[config.mk]
export PLATFORM = sky130hd
export DESIGN_NAME = escalonador_rr_flat
export DESIGN_NICKNAME = d
export VERILOG_FILES = /design/src/rtl/escalonador_rr_if.sv /design/src/rtl/escalonador_rr.sv /design/src/flat_wrapper.sv
export SDC_FILE = /design/constraint.sdc
export NUM_CORES = 1
export LEC_CHECK = 0
export ABC_AREA = 1
export BUFFER_PORTS_ARGS = -buffer_cell sky130_fd_sc_hd__buf_2
export CORE_ASPECT_RATIO = 0.9
export CORE_MARGIN = 4
export CORE_UTILIZATION = 57
export CTS_BUF_LIST = sky130_fd_sc_hd__clkbuf_16
export DETAILED_ROUTE_END_ITERATION = 8
export PLACE_DENSITY_LB_ADDON = 0.1
export REMOVE_ABC_BUFFERS = 1
export SETUP_SLACK_MARGIN = 0.5
export SYNTH_ARGS = -nofsm -noshare
export SYNTH_HDL_FRONTEND = slang
export SYNTH_SLANG_ARGS = --single-unit
[constraint.sdc]
create_clock -name clock -period 3.55 [get_ports clock]
set_clock_uncertainty 0.15 [all_clocks]
set_input_delay 0.355 -clock clock [delete_from_list [all_inputs] [get_ports clock]]
set_output_delay 0.355 -clock clock [all_outputs]
set_load 0.05 [all_outputs]
[src/rtl/escalonador_rr_if.sv]
// Core-to-scheduler bundle: event inputs from the CPU core and the
// scheduler's switch request, process IDs and slot status masks.
interface escalonador_rr_if #(
  parameter int NUM_PROC = 8,
  parameter int PID_W    = (NUM_PROC > 1) ? $clog2(NUM_PROC) : 1
);
  logic                enable;
  logic                instr_retire;
  logic                proc_create;
  logic [PID_W-1:0]    create_pid;
  logic                proc_end;
  logic                io_block;
  logic                io_done;
  logic [PID_W-1:0]    io_pid;
  logic                switch_ack;
  logic                switch_req;
  logic [PID_W-1:0]    next_pid;
  logic [PID_W-1:0]    current_pid;
  logic                running;
  logic                idle;
  logic [NUM_PROC-1:0] ready_mask;
  logic [NUM_PROC-1:0] blocked_mask;

  modport master (
    output enable, instr_retire, proc_create, create_pid, proc_end,
           io_block, io_done, io_pid, switch_ack,
    input  switch_req, next_pid, current_pid, running, idle,
           ready_mask, blocked_mask
  );

  modport slave (
    input  enable, instr_retire, proc_create, create_pid, proc_end,
           io_block, io_done, io_pid, switch_ack,
    output switch_req, next_pid, current_pid, running, idle,
           ready_mask, blocked_mask
  );
endinterface

[src/rtl/escalonador_rr.sv]
// Round-robin process scheduler: tracks ready/blocked slots, enforces the
// instruction quantum and requests context switches from the CPU core.
module escalonador_rr #(
  parameter int NUM_PROC = 8,
  parameter int QUANTUM  = 32
) (
  input  logic             clock,
  input  logic             reset,
  escalonador_rr_if.slave  bus
);
  localparam int PID_W = (NUM_PROC > 1) ? $clog2(NUM_PROC) : 1;
  localparam int CNT_W = $clog2(QUANTUM) + 1;

  typedef enum logic [1:0] {S_IDLE, S_RUN, S_SELECT, S_SWITCH} state_t;

  state_t              state_q, state_d;
  logic [NUM_PROC-1:0] ready_q, ready_d;
  logic [NUM_PROC-1:0] blocked_q, blocked_d;
  logic [PID_W-1:0]    cur_q, cur_d;
  logic [PID_W-1:0]    next_q, next_d;
  logic                sreq_q, sreq_d;
  logic [CNT_W-1:0]    qcnt_q, qcnt_d;
  logic                running_q, running_d;
  logic                idle_q, idle_d;
  logic                pick_found;
  logic [PID_W-1:0]    pick_pid;

  // Scan starts just after the current owner so it is considered last.
  function automatic logic [PID_W:0] pick_next(input logic [NUM_PROC-1:0] mask,
                                               input logic [PID_W-1:0] cur);
    logic             found;
    logic [PID_W-1:0] pid;
    int               idx;
    found = 1'b0;
    pid   = '0;
    for (int k = 1; k <= NUM_PROC; k++) begin
      idx = (int'(cur) + k) % NUM_PROC;
      if (!found && mask[idx]) begin
        found = 1'b1;
        pid   = PID_W'(idx);
      end
    end
    return {found, pid};
  endfunction

  always_comb begin
    {pick_found, pick_pid} = pick_next(ready_q, cur_q);
  end

  always_comb begin
    state_d   = state_q;
    ready_d   = ready_q;
    blocked_d = blocked_q;
    cur_d     = cur_q;
    next_d    = next_q;
    sreq_d    = sreq_q;
    qcnt_d    = qcnt_q;
    unique case (state_q)
      S_IDLE: begin
        if (bus.enable && (ready_q != '0)) state_d = S_SELECT;
      end
      S_RUN: begin
        if (bus.proc_end) begin
          ready_d[cur_q] = 1'b0;
          state_d        = S_SELECT;
        end else if (bus.io_block) begin
          ready_d[cur_q]   = 1'b0;
          blocked_d[cur_q] = 1'b1;
          state_d          = S_SELECT;
        end else if (bus.enable && bus.instr_retire) begin
          if (qcnt_q == CNT_W'(QUANTUM - 1)) state_d = S_SELECT;
          else qcnt_d = qcnt_q + 1'b1;
        end
      end
      S_SELECT: begin
        if (!pick_found) begin
          state_d = S_IDLE;
        end else if (pick_pid == cur_q) begin
          qcnt_d  = '0;
          state_d = S_RUN;
        end else begin
          next_d  = pick_pid;
          sreq_d  = 1'b1;
          state_d = S_SWITCH;
        end
      end
      S_SWITCH: begin
        if (bus.switch_ack) begin
          cur_d   = next_q;
          qcnt_d  = '0;
          sreq_d  = 1'b0;
          state_d = S_RUN;
        end
      end
      default: state_d = S_IDLE;
    endcase
    // Mask sets come after the FSM clears so a same-cycle create wins.
    if (bus.proc_create) ready_d[bus.create_pid] = 1'b1;
    if (bus.io_done && blocked_q[bus.io_pid]) begin
      blocked_d[bus.io_pid] = 1'b0;
      ready_d[bus.io_pid]   = 1'b1;
    end
    running_d = (state_d == S_RUN);
    idle_d    = (state_d == S_IDLE);
  end

  always_ff @(posedge clock) begin
    if (reset) begin
      state_q   <= S_IDLE;
      ready_q   <= '0;
      blocked_q <= '0;
      cur_q     <= '0;
      next_q    <= '0;
      sreq_q    <= 1'b0;
      qcnt_q    <= '0;
      running_q <= 1'b0;
      idle_q    <= 1'b1;
    end else begin
      state_q   <= state_d;
      ready_q   <= ready_d;
      blocked_q <= blocked_d;
      cur_q     <= cur_d;
      next_q    <= next_d;
      sreq_q    <= sreq_d;
      qcnt_q    <= qcnt_d;
      running_q <= running_d;
      idle_q    <= idle_d;
    end
  end

  assign bus.switch_req   = sreq_q;
  assign bus.next_pid     = next_q;
  assign bus.current_pid  = cur_q;
  assign bus.running      = running_q;
  assign bus.idle         = idle_q;
  assign bus.ready_mask   = ready_q;
  assign bus.blocked_mask = blocked_q;
endmodule

[src/flat_wrapper.sv]
// flat-port wrapper written by rule: the top's interface ports become plain ports
module escalonador_rr_flat 
#(
  parameter int NUM_PROC = 8,
  parameter int QUANTUM  = 32
)
  (clock, reset, bus_enable, bus_instr_retire, bus_proc_create, bus_create_pid, bus_proc_end, bus_io_block, bus_io_done, bus_io_pid, bus_switch_ack, bus_switch_req, bus_next_pid, bus_current_pid, bus_running, bus_idle, bus_ready_mask, bus_blocked_mask);
  escalonador_rr_if #(.NUM_PROC(NUM_PROC)) bus_i ();
  input  logic clock;
  input  logic reset;
  input wire logic [$bits(bus_i.enable)-1:0] bus_enable;
  input wire logic [$bits(bus_i.instr_retire)-1:0] bus_instr_retire;
  input wire logic [$bits(bus_i.proc_create)-1:0] bus_proc_create;
  input wire logic [$bits(bus_i.create_pid)-1:0] bus_create_pid;
  input wire logic [$bits(bus_i.proc_end)-1:0] bus_proc_end;
  input wire logic [$bits(bus_i.io_block)-1:0] bus_io_block;
  input wire logic [$bits(bus_i.io_done)-1:0] bus_io_done;
  input wire logic [$bits(bus_i.io_pid)-1:0] bus_io_pid;
  input wire logic [$bits(bus_i.switch_ack)-1:0] bus_switch_ack;
  output wire logic [$bits(bus_i.switch_req)-1:0] bus_switch_req;
  output wire logic [$bits(bus_i.next_pid)-1:0] bus_next_pid;
  output wire logic [$bits(bus_i.current_pid)-1:0] bus_current_pid;
  output wire logic [$bits(bus_i.running)-1:0] bus_running;
  output wire logic [$bits(bus_i.idle)-1:0] bus_idle;
  output wire logic [$bits(bus_i.ready_mask)-1:0] bus_ready_mask;
  output wire logic [$bits(bus_i.blocked_mask)-1:0] bus_blocked_mask;
  assign bus_i.enable = bus_enable;
  assign bus_i.instr_retire = bus_instr_retire;
  assign bus_i.proc_create = bus_proc_create;
  assign bus_i.create_pid = bus_create_pid;
  assign bus_i.proc_end = bus_proc_end;
  assign bus_i.io_block = bus_io_block;
  assign bus_i.io_done = bus_io_done;
  assign bus_i.io_pid = bus_io_pid;
  assign bus_i.switch_ack = bus_switch_ack;
  assign bus_switch_req = bus_i.switch_req;
  assign bus_next_pid = bus_i.next_pid;
  assign bus_current_pid = bus_i.current_pid;
  assign bus_running = bus_i.running;
  assign bus_idle = bus_i.idle;
  assign bus_ready_mask = bus_i.ready_mask;
  assign bus_blocked_mask = bus_i.blocked_mask;
  escalonador_rr #(.NUM_PROC(NUM_PROC), .QUANTUM(QUANTUM)) u_core (.clock(clock), .reset(reset), .bus(bus_i));
endmodule
==> summary.md <==
| Metric | Value |
|---|---|
| Fraction of registers with async set/reset | 0 |
| CTS Sinks | 33 |
| Final core area utilization | 0.730 |
| IO Pins | 40 |
| Core area | roughly 4100 µm² |
| CTS buffer count | 5 |
| Startpoint types | flop |
| Largest net degree at the start of global routing | 18 |
| DRC | 0 |
| Slew of the pin with the lowest slew margin | between 0.6 and 0.7 ns |
| Initial core utilization | 0.593 |
| Seq/Total Area, Yosys | 0.272 |
| Initial antenna violation count | 0 |
| Final worst setup slack | roughly 0.66 ns |
| Row cnt | 22 |
| Worst EP arrival | 2.95 ns |
| Final Setup Violations | 0 |
| Max Freq | 0.346 GHz |
| Post-synthesis cell type count | 36 |
| Relative slew slack | 0.576 |
| Post-Syn Area | ~2400 µm² |
| Final hold viol count | 0 |
| Antenna Nets Post-Route | 0 |
| GP Congestion | just under 1 |
| Synth Flop Type | dfxtp_1 |
| Status | finished, final reports clean |
| CTS tree | yes |
| Max Buffers Root-to-Sink | 2 |
| First-pass DRT Iterations | 8 |
| Max cap viols | 0 |
| RSZ-0062 raised after global routing | yes |
| CTS clk-pin slew, worst paths | around 0.05 ns |
| Remaining Overflow, GRT | 0 |
| I/O Buffers | 39 |
| Routed WL | 6980 µm |
| Horiz. Die Dim | 76.8 µm |
| Final Cycle Share | 0.813 |
| Peak supply drop | between 0.3 and 0.4 mV |
| Yosys top cell by area | dfxtp_1 |
| Syn. warnings | 0 |
| Worst hold path class | input pin to flop |
| Worst-skew pair later-pin latency | between 0.2 and 0.3 ns |
| Syn avg cell area | 6.43 µm² |
| Vias per cell | about 5.8 |
| Syn Inst Count | between 300 and 400 |
| #FFs+latches synth | 33 |
| Crit path capture type | flop |
| Htree depth | 2 |
| Crit path required time | ~3.6 ns |
| Wirelength per Cell | around 15 µm |
| Root buf cell | clkbuf_16 |
| Total Routing Usage GR | 0.243 |
| Area Overhead vs Synth | 23.2% |
| Setup Crit Path Kind | flop to flop |
| Via count | roughly 2800 |
| Pre-CTS WS | approximately 0.36 ns |
| Top fanout value on the critical path | 7 |
| Iteration-0 DRC Markers | 250 |
| Die area | between 5000 and 6000 µm² |
| Number of synthesized flops with an enable pin | 0 |
| Die Height | between 60 and 70 µm |
| Final Slew Violations | 0 |
| Leak | roughly 0.0015 µW |
| FILL cells | 342 |
| Final Critical Period | 2.89 ns |
| Ranking of synthesized cells by area | dfxtp_1, nand2_1, nand3_1 |
| Vias in the first global route | approximately 2400 |
| Global-route wire length before repair | about 11000 µm |
| Detail Placement HPWL | approximately 5000 µm |
| Nets | 450 |
| Antenna Cells | 0 |
| Post-synth top area share | 0.272 |
| Total negative slack | 0 ns |
| Layout cells sized above 1 | 0.256 |
| Power Density | roughly 380 nW/µm² |
[path summary, 6_finish.rpt]
kind	cells past startpoint	from	slack, ns	to
setup reg to reg	17	u_core.bus.current_pid[1]$_SDFFE_PP0P_	0.66	u_core.qcnt_q[0]$_SDFFE_PP0P_
hold reg to reg	2	u_core.bus.switch_req$_SDFFE_PP0P_	0.31	u_core.bus.switch_req$_SDFFE_PP0P_
setup / recovery	17	u_core.bus.current_pid[1]$_SDFFE_PP0P_	0.66	u_core.qcnt_q[0]$_SDFFE_PP0P_
hold / removal	3	bus_create_pid[0]	0.25	u_core.bus.ready_mask[7]$_SDFF_PP0_
[cell type report]
cell class              count  area [µm²]  share of cell area
clock buffers               5         125              0.0418
clock inverters             3        17.5             0.00585
inverters                  53         209              0.0698
multi-input cells         285        1630               0.544
flip-flops and latches     33         668               0.223
well taps                  48        60.1              0.0201
repair buffers             49         282              0.0940
repair inverters            1        5.00             0.00167
[per-stage QoR]
step / hold slack, ns / instances / instance area (µm²) / total power (µW)
after global placement: 0.285 / 461 / 2670 / 711
after CTS: 0.247 / 469 / 2820 / 1130
final: 0.250 / 477 / 3000 / 1150
after floorplan: 0.274 / 371 / 2390 / 646
after global routing: 0.266 / 477 / 3000 / 1210
after detailed placement: 0.294 / 461 / 2670 / 717
[cell usage in the layout, fill, tap and decap left out, types with 4 or more instances in the layout]
cell type	synthesis	routed
nand2_1	94	91
a31oi_1	9	8
nand2_2	9	12
clkbuf_16	0	5
nor2_1	33	32
a21oi_1	11	10
buf_2	1	39
inv_2	6	4
dfxtp_1	33	31
o21ai_0	17	17
nand4_1	15	15
buf_4	2	8
nand3_1	35	28
nor3_1	11	11
nand3_2	7	13
ha_1	7	5
inv_1	46	46
o21ai_2	3	4
o211ai_1	13	13
[Yosys cell counts (2+ instances only)]
cell and number:
buf_4 2, inv_2 6, xor2_1 2, ha_1 7, nor3_1 11, nor2_1 33
nand2_1 94, o21ai_1 4, o21ai_0 17, nand3_1 35, o31ai_1 2, a21oi_1 11
nand2_2 9, nand4_1 15, o21ai_2 3, o211ai_1 13, nand3_2 7, nor2_2 2
clkbuf_1 3, inv_1 46, dfxtp_1 33, a31oi_1 9
[where the power goes]
group / switching (µW) / total (µW) / internal [µW]
Clock: 160 / 416 / 257
Sequential: 23.3 / 417 / 394
Combinational: 221 / 318 / 97.3
Total: 404 / 1150 / 748
[metal layers]
layer / vias up / GRT usage / share of wire
li1: 1377 / - / -
met1: 1230 / 0.343 / 0.45
met2: 140 / 0.375 / 0.45
met3: 25 / 0.0399 / 0.075
met4: 0 / 0.0805 / 0.029
met5: - / 0 / 0
[kinds of logic after synthesis]
kind of cell	Yosys count	synth area share
AOI/OAI and AO/OA	66	0.174
xor gates and xnor gates	3	0.0139
adders and majority gates	7	0.0360
buffers and inverters	60	0.100
DFF	33	0.272
and+or+nand+nor	209	0.403
[critical path, stage by stage (launching register included)]
cell      delay [ns]
dfxtp_4         0.38
clkinv_4        0.10
ha_4            0.28
inv_4           0.09
nand3_1         0.10
nand2_1         0.10
nor2_1          0.07
a31oi_2         0.32
inv_1           0.14
nand2_2         0.12
nand3_1         0.12
nand3_1         0.11
nand3_2         0.11
o21bai_4        0.23
nand3_4         0.15
nand2_2         0.09
nand2_1         0.04
nor2_1          0.11
[state kept, by name (all words and copies together), names as in the netlist]
register	count
u_core.state_q	2
u_core.bus.switch_req	1
u_core.bus.blocked_mask	8
u_core.bus.idle	1
u_core.bus.current_pid	3
u_core.qcnt_q	6
u_core.bus.running	1
u_core.bus.ready_mask	8
u_core.bus.next_pid	3
[timing repair]
item	in CTS	in global routing
pin swaps	0	6
setup buffers	0	7
endpoints found under the setup margin	6	6
gates resized for setup	3	29
gates cloned	0	1
hold buffers	0	0
endpoints found under the hold margin	0	0
Power figures use the tool's default switching activity.
